$ cat src/rtl/branch_predictor_tables.sv
// -----------------------------------------------------------------------------
// branch_predictor_tables
//
// Gshare prediction state for the fetch path: global branch history register
// (BHR), a pattern table of 2-bit saturating counters and a direct-mapped BTB.
// FE reads the tables combinationally every cycle; AGEX writes them once per
// resolved branch/jump. Branch and mispredict counters are kept for debug.
//
// Ports
//   clk, reset      rising-edge clock, asynchronous active-high reset
//   pt_rd_idx       FE pattern-table index (PC[9:2] ^ BHR, formed in FE)
//   btb_rd_idx      FE BTB index
//   pt_rd_val       counter at pt_rd_idx
//   btb_rd_tag      tag at btb_rd_idx, all-ones when the entry is invalid
//   btb_rd_target   target at btb_rd_idx, zero when the entry is invalid
//   btb_rd_valid    valid bit at btb_rd_idx
//   bhr_val         current global history
//   upd_*           one resolved control-flow instruction from AGEX
//   br_count        number of conditional-branch updates (saturating)
//   mispred_count   number of mispredicted updates (saturating)
// -----------------------------------------------------------------------------
module branch_predictor_tables #(
    parameter int         DBITS        = 32,
    parameter int         BHR_BITS     = 8,
    parameter int         PT_IDX_BITS  = 8,
    parameter int         BTB_IDX_BITS = 4,
    parameter int         TAG_BITS     = 26,
    parameter logic [1:0] PT_INIT      = 2'b01
) (
    input  logic                    clk,
    input  logic                    reset,
    input  logic [PT_IDX_BITS-1:0]  pt_rd_idx,
    input  logic [BTB_IDX_BITS-1:0] btb_rd_idx,
    output logic [1:0]              pt_rd_val,
    output logic [TAG_BITS-1:0]     btb_rd_tag,
    output logic [DBITS-1:0]        btb_rd_target,
    output logic                    btb_rd_valid,
    output logic [BHR_BITS-1:0]     bhr_val,
    input  logic                    upd_valid,
    input  logic                    upd_is_br,
    input  logic                    upd_taken,
    input  logic                    upd_mispred,
    input  logic [PT_IDX_BITS-1:0]  upd_pt_idx,
    input  logic [BTB_IDX_BITS-1:0] upd_btb_idx,
    input  logic [TAG_BITS-1:0]     upd_tag,
    input  logic [DBITS-1:0]        upd_target,
    output logic [DBITS-1:0]        br_count,
    output logic [DBITS-1:0]        mispred_count
);

    localparam int PT_ENTRIES  = 32'd1 << PT_IDX_BITS;
    localparam int BTB_ENTRIES = 32'd1 << BTB_IDX_BITS;

    // Next value of a 2-bit saturating direction counter.
    function automatic logic [1:0] pt_next(input logic [1:0] cnt, input logic taken);
        logic [1:0] res;
        res = cnt;
        case ({taken, cnt})
            3'b111:  res = 2'b11;
            3'b000:  res = 2'b00;
            3'b100,
            3'b101,
            3'b110:  res = cnt + 2'b01;
            3'b001,
            3'b010,
            3'b011:  res = cnt - 2'b01;
            default: res = cnt;
        endcase
        return res;
    endfunction

    // Statistics counters stick at all-ones instead of wrapping.
    function automatic logic [DBITS-1:0] sat_inc(input logic [DBITS-1:0] v);
        logic [DBITS-1:0] res;
        if (&v) begin
            res = v;
        end else begin
            res = v + {{(DBITS-1){1'b0}}, 1'b1};
        end
        return res;
    endfunction

    logic [1:0]              pt_r         [PT_ENTRIES];
    logic [BTB_ENTRIES-1:0]  btb_valid_r;
    logic [TAG_BITS-1:0]     btb_tag_r    [BTB_ENTRIES];
    logic [DBITS-1:0]        btb_target_r [BTB_ENTRIES];
    logic [BHR_BITS-1:0]     bhr_r;
    logic [DBITS-1:0]        br_count_r;
    logic [DBITS-1:0]        mispred_count_r;

    logic                    upd_br_s;
    logic                    btb_wr_s;

    // Conditional branches train PT/BHR; jumps and taken branches fill the BTB.
    assign upd_br_s = upd_valid & upd_is_br;
    assign btb_wr_s = upd_valid & (~upd_is_br | upd_taken);

    // Pattern table: every entry returns to PT_INIT on reset.
    always_ff @(posedge clk or posedge reset) begin
        if (reset) begin
            for (int i = 0; i < PT_ENTRIES; i++) begin
                pt_r[i] <= PT_INIT;
            end
        end else if (upd_br_s) begin
            pt_r[upd_pt_idx] <= pt_next(pt_r[upd_pt_idx], upd_taken);
        end
    end

    // Global history shifts in the resolved direction of each conditional branch.
    always_ff @(posedge clk or posedge reset) begin
        if (reset) begin
            bhr_r <= {BHR_BITS{1'b0}};
        end else if (upd_br_s) begin
            bhr_r <= {bhr_r[BHR_BITS-2:0], upd_taken};
        end
    end

    // BTB valid bits; a write simply replaces whatever was at that index.
    always_ff @(posedge clk or posedge reset) begin
        if (reset) begin
            btb_valid_r <= {BTB_ENTRIES{1'b0}};
        end else if (btb_wr_s) begin
            btb_valid_r[upd_btb_idx] <= 1'b1;
        end
    end

    // BTB tag/target payload; contents are masked by the valid bit so need no reset.
    always_ff @(posedge clk) begin
        if (btb_wr_s) begin
            btb_tag_r[upd_btb_idx]    <= upd_tag;
            btb_target_r[upd_btb_idx] <= upd_target;
        end
    end

    // Debug statistics counters.
    always_ff @(posedge clk or posedge reset) begin
        if (reset) begin
            br_count_r      <= {DBITS{1'b0}};
            mispred_count_r <= {DBITS{1'b0}};
        end else begin
            if (upd_br_s) begin
                br_count_r <= sat_inc(br_count_r);
            end
            if (upd_valid && upd_mispred) begin
                mispred_count_r <= sat_inc(mispred_count_r);
            end
        end
    end

    // Zero-latency read port. An invalid entry reports an all-ones tag, which
    // lies outside IMEM, so FE's tag compare can never hit on stale contents.
    always_comb begin
        pt_rd_val     = pt_r[pt_rd_idx];
        btb_rd_valid  = btb_valid_r[btb_rd_idx];
        btb_rd_tag    = {TAG_BITS{1'b1}};
        btb_rd_target = {DBITS{1'b0}};
        if (btb_valid_r[btb_rd_idx]) begin
            btb_rd_tag    = btb_tag_r[btb_rd_idx];
            btb_rd_target = btb_target_r[btb_rd_idx];
        end else begin
            btb_rd_tag    = {TAG_BITS{1'b1}};
            btb_rd_target = {DBITS{1'b0}};
        end
    end

    assign bhr_val       = bhr_r;
    assign br_count      = br_count_r;
    assign mispred_count = mispred_count_r;

endmodule

$ cat config.mk
export PLATFORM = sky130hd
export DESIGN_NAME = branch_predictor_tables
export DESIGN_NICKNAME = d
export VERILOG_FILES = /design/src/rtl/branch_predictor_tables.sv
export SDC_FILE = /design/constraint.sdc
export NUM_CORES = 2
export LEC_CHECK = 0
export BUFFER_PORTS_ARGS = -buffer_cell sky130_fd_sc_hd__buf_2
export CAP_MARGIN = 20
export CORE_MARGIN = 8
export CORE_UTILIZATION = 50
export CTS_BUF_LIST = sky130_fd_sc_hd__clkbuf_4 sky130_fd_sc_hd__clkbuf_8
export CTS_CLUSTER_DIAMETER = 100
export CTS_CLUSTER_SIZE = 12
export DETAILED_ROUTE_END_ITERATION = 16
export GPL_TIMING_DRIVEN = 0
export PLACE_DENSITY = 0.66
export SYNTH_ARGS = -nofsm -noshare
export SYNTH_HDL_FRONTEND = slang
export SYNTH_SLANG_ARGS = --single-unit
$ cat constraint.sdc
create_clock -name clk -period 27.7 [get_ports clk]
set_input_delay 4.155 -clock clk [delete_from_list [all_inputs] [get_ports clk]]
set_output_delay 4.155 -clock clk [all_outputs]
set_load 0.03 [all_outputs]
==> report_table.html <==
<table>
<tr><th>Metric</th><th>Value</th></tr>
<tr><th colspan="2">STA</th></tr>
<tr><td>Setup repair after global routing missed its margin</td><td>false</td></tr>
<tr><td>Final total negative setup slack</td><td>0 ns</td></tr>
<tr><td>Final worst setup slack</td><td>15.37 ns</td></tr>
<tr><td>Measured slew at the worst slew-check pin</td><td>1.26 ns</td></tr>
<tr><td>Clock Skew</td><td>0.0784 ns</td></tr>
<tr><td>Share of the clock period used by the worst path after layout</td><td>0.445</td></tr>
<tr><td>Endpoints failing setup</td><td>0</td></tr>
<tr><td>Number of hold violations in the final report</td><td>0</td></tr>
<tr><td>Fmax achieved</td><td>0.0811 GHz</td></tr>
<tr><td>Number of pins with negative max-slew slack in the final report</td><td>0</td></tr>
<tr><td>Worst rel slew slack</td><td>0.162</td></tr>
<tr><td>Tmin final</td><td>12.33 ns</td></tr>
<tr><th colspan="2">Power and ir drop</th></tr>
<tr><td>Leakage power summed over all cells</td><td>27.9 nW</td></tr>
<tr><td>IR Drop Worst-Case VDD</td><td>0.0535 mV</td></tr>
<tr><td>Power per cell area</td><td>56.3 mW/mm²</td></tr>
<tr><th colspan="2">Logic synthesis</th></tr>
<tr><td>Mean Syn Cell Area</td><td>14.7 µm²</td></tr>
<tr><td>Count of flip-flops with a built-in enable after synthesis</td><td>928</td></tr>
<tr><td>Number of warnings printed during yosys synthesis</td><td>0</td></tr>
<tr><td>Cell taking the most area after synthesis</td><td>sky130_fd_sc_hd__edfxtp_1</td></tr>
<tr><td>Proportion of synthesized flip-flops having asynchronous set or reset</td><td>0.393</td></tr>
<tr><td>Net count of the mapped netlist</td><td>4962</td></tr>
<tr><td>Sequential share of the synthesized area</td><td>0.605</td></tr>
<tr><td>Syn Std Cell Area</td><td>0.0714 mm²</td></tr>
<tr><td>Portion of synthesized cell area occupied by the leading cell type</td><td>0.390</td></tr>
<tr><td>Post-synthesis register bit count</td><td>1528</td></tr>
<tr><td>Commonest cells post-synth</td><td>sky130_fd_sc_hd__edfxtp_1, sky130_fd_sc_hd__mux4_2, sky130_fd_sc_hd__nand2_1</td></tr>
<tr><td>Ys flop type</td><td>sky130_fd_sc_hd__edfxtp_1</td></tr>
<tr><td>Distinct cell type count after synthesis</td><td>48</td></tr>
<tr><td>Gate count of the mapped netlist</td><td>4872</td></tr>
<tr><td>Most instantiated library cell after synthesis</td><td>sky130_fd_sc_hd__edfxtp_1</td></tr>
<tr><td>Dominant cells by area after synthesis</td><td>sky130_fd_sc_hd__edfxtp_1, sky130_fd_sc_hd__mux4_2, sky130_fd_sc_hd__dfrtp_1</td></tr>
<tr><th colspan="2">Setup path</th></tr>
<tr><td>Kind of start point of the critical path</td><td>input pin</td></tr>
<tr><td>Cell chain of the critical path</td><td>clkbuf_1 &gt; clkbuf_1 &gt; buf_8 &gt; mux4_2 &gt; mux4_2 &gt; mux4_2 &gt; mux4_2 &gt; buf_2</td></tr>
<tr><td>Crit-path max cell delay</td><td>0.83 ns</td></tr>
<tr><td>Category of the most critical setup path</td><td>input pin to primary output</td></tr>
<tr><td>Reg-to-reg critical path startpoint</td><td>pt_r[385]</td></tr>
<tr><td>Element type at the critical path end</td><td>primary output</td></tr>
<tr><td>Max stage delay cell, worst path</td><td>sky130_fd_sc_hd__clkbuf_1</td></tr>
<tr><td>Arrival time of the worst setup path</td><td>8.17 ns</td></tr>
<tr><td>Maximum fanout count along the critical path</td><td>10</td></tr>
<tr><td>Dominant cell type by count on the critical path</td><td>sky130_fd_sc_hd__mux4_2</td></tr>
<tr><td>Depth of the worst register-to-register path</td><td>10</td></tr>
<tr><td>Minimum setup slack among reg-to-reg paths</td><td>23.27 ns</td></tr>
<tr><td>Critical register-to-register path endpoint</td><td>pt_r[8]</td></tr>
<tr><td>Req. time, crit path</td><td>23.55 ns</td></tr>
<tr><th colspan="2">Route</th></tr>
<tr><td>Final routed wirelength across all metal layers</td><td>248 mm</td></tr>
<tr><td>Violation count after the first detailed-route iteration</td><td>7161</td></tr>
<tr><td>Post-DR vias/cell</td><td>6.82</td></tr>
<tr><td>Count of vias placed by the detailed router</td><td>50300</td></tr>
<tr><td>Wire length per cell</td><td>33.6 µm</td></tr>
<tr><td>Number of nets with antenna violations after routing</td><td>0</td></tr>
<tr><td>DRC violations left</td><td>0</td></tr>
<tr><td>Number of detailed-route iterations in the first pass</td><td>9</td></tr>
<tr><th colspan="2">GRT</th></tr>
<tr><td>Global-route wire length before repair</td><td>351 mm</td></tr>
<tr><td>Vias in the first global route</td><td>48600</td></tr>
<tr><td>Total global routing overflow</td><td>0</td></tr>
<tr><td>Global-route usage over all layers</td><td>0.310</td></tr>
<tr><td>Initial antenna violation count</td><td>31</td></tr>
<tr><td>Largest net degree at the start of global routing</td><td>123</td></tr>
<tr><th colspan="2">Place</th></tr>
<tr><td>Setup Slack @ Placement</td><td>15.48 ns</td></tr>
<tr><td>Post-detail-place hpwl</td><td>169 mm</td></tr>
<tr><td>Area post-placement</td><td>0.0771 mm²</td></tr>
<tr><td>Cell total after placement</td><td>7095</td></tr>
<tr><td>Routability cong.</td><td>1.02</td></tr>
<tr><td>Count of input and output buffers</td><td>208</td></tr>
<tr><th colspan="2">CTS</th></tr>
<tr><td>Post-CTS resize count</td><td>0</td></tr>
<tr><td>Buffer type at the clock tree root</td><td>sky130_fd_sc_hd__clkbuf_8</td></tr>
<tr><td>Hold bufs inserted after CTS</td><td>0</td></tr>
<tr><td>Clock transition at the registers of the reported paths</td><td>0.08 ns</td></tr>
<tr><td>Post-CTS setup buffers</td><td>0</td></tr>
<tr><td>Inserted Clock Buffers</td><td>145</td></tr>
<tr><td>Max clock buf depth</td><td>3</td></tr>
<tr><td>Sink Count</td><td>1528</td></tr>
<tr><td>Clock tree from TritonCTS</td><td>yes</td></tr>
<tr><td>Clock latency on the worst-skew pair</td><td>0.95 ns</td></tr>
<tr><td>CTS H-tree depth</td><td>4</td></tr>
<tr><th colspan="2">Final layout</th></tr>
<tr><td>Number of nets in the finished design</td><td>5466</td></tr>
<tr><td>Area delta synth-&gt;final</td><td>12.3%</td></tr>
<tr><td>Area of all placed cells without fillers</td><td>0.0802 mm²</td></tr>
<tr><td>Final instance count without filler cells</td><td>7381</td></tr>
<tr><td>Proportion of layout cells with a drive suffix above 1</td><td>0.304</td></tr>
<tr><th colspan="2">Min path</th></tr>
<tr><td>Hold Path End</td><td>btb_valid_r[0]</td></tr>
<tr><td>Beginning of the worst hold path</td><td>btb_valid_r[0]</td></tr>
<tr><td>Path category of the worst min-delay check</td><td>register to register</td></tr>
<tr><td>Hold path depth</td><td>1</td></tr>
<tr><th colspan="2">Die</th></tr>
<tr><td>Die width</td><td>394 µm</td></tr>
<tr><td>Floorplan die height</td><td>394 µm</td></tr>
<tr><td>Core area</td><td>0.142 mm²</td></tr>
<tr><td>Row cnt</td><td>138</td></tr>
<tr><td>Die Area</td><td>0.155 mm²</td></tr>
<tr><td>Io pins</td><td>221</td></tr>
<tr><td>Initial core utilization</td><td>0.504</td></tr>
<tr><th colspan="2">Run</th></tr>
<tr><td>Number of max-cap violations</td><td>0</td></tr>
<tr><th colspan="2">Outcome</th></tr>
<tr><td>Run status</td><td>completed</td></tr>
</table>
==> worst max-delay path: cells and delay by family <==
kind	cells	cell delay, ns
multiplexers	4	2.00
buffers and inverters	4	2.00
==> routing by layer <==
layer	part of all wire	vias to the layer above	GRT usage	wire length, µm
met5	0.00032	-	0	80
met4	0.077	14	0.195	19200
met3	0.13	1012	0.110	31500
met2	0.44	3649	0.458	109000
met1	0.36	25400	0.393	88200
li1	-	20300	-	-
==> how the worst max path moves through the flow <==
stage / start / endpoint / slack, ns
after global placement: reset / pt_r[181] / -0.78
after detailed placement: btb_rd_idx[0] / btb_rd_tag[17] / 15.48
after global routing: btb_rd_idx[0] / btb_rd_target[15] / 15.40
after floorplan: reset / bhr_val[0] / 7.17
after CTS: btb_rd_idx[0] / btb_rd_target[25] / 15.47
final: pt_rd_idx[1] / pt_rd_val[0] / 15.37
==> registers in the layout (all words and copies together), names as in the netlist <==
signal and flops:
pt_r 512, mispred_count 32, br_count 32, btb_valid_r 16, bhr_val 8, btb_tag_r 416
btb_target_r 512
==> where the power goes <==
part           internal, mW  switching [mW]
registers              2.50          0.0446
logic                 0.195           0.368
clock network         0.605           0.805
total                  3.30            1.22
==> placed cells by master, fill, tap and decap left out, types with 37 or more instances in the layout <==
cell type / netlist / routed
sky130_fd_sc_hd__a211oi_1: 266 / 266
sky130_fd_sc_hd__dfstp_2: 256 / 256
sky130_fd_sc_hd__buf_2: 73 / 293
sky130_fd_sc_hd__clkbuf_8: 0 / 146
sky130_fd_sc_hd__nor2b_1: 40 / 40
sky130_fd_sc_hd__o31ai_1: 258 / 258
sky130_fd_sc_hd__mux2i_1: 38 / 38
sky130_fd_sc_hd__mux4_2: 605 / 605
sky130_fd_sc_hd__dfrtp_1: 344 / 344
sky130_fd_sc_hd__edfxtp_1: 928 / 928
sky130_fd_sc_hd__buf_8: 0 / 63
sky130_fd_sc_hd__buf_6: 7 / 44
sky130_fd_sc_hd__xnor2_1: 37 / 37
sky130_fd_sc_hd__nor3_1: 531 / 527
sky130_fd_sc_hd__nand2_1: 580 / 580
sky130_fd_sc_hd__clkbuf_1: 291 / 272
sky130_fd_sc_hd__a21oi_1: 249 / 249
sky130_fd_sc_hd__clkbuf_4: 0 / 81
sky130_fd_sc_hd__or2_2: 47 / 47
sky130_fd_sc_hd__buf_1: 70 / 58
==> through the flow <==
step | hold WS [ns] | power (mW) | utilization
after global routing | 0.483 | 4.63 | 0.566
after detailed placement | 0.451 | 3.14 | 0.544
final | 0.472 | 4.51 | 0.567
after CTS | 0.470 | 4.52 | 0.564
after global placement | 0.446 | 3.11 | 0.528
after floorplan | 0.434 | 2.91 | -
==> logic make-up after synthesis <==
group,Yosys count,share of synthesized area
AO/OA/AOI/OAI,797,0.0751
multiplexers,653,0.198
AND/OR/NAND/NOR,1358,0.0872
adder cells (fa/ha/maj),2,0.000350
XOR/XNOR,62,0.00760
buffers and inverters,472,0.0270
flip-flops,1528,0.605
==> cell type report <==
type | instances | area [µm²]
Clock inverter | 12 | 149
Antenna cell | 24 | 60.1
Sequential cell | 1528 | 43200
Timing Repair Buffer | 357 | 3430
Inverter | 27 | 109
Multi-Input combinational cell | 2872 | 26400
Tap cell | 1890 | 2360
Fill cell | 11300 | 61400
Clock buffer | 226 | 2610
Buffer | 445 | 1870
(Power assumes the default switching activity.)
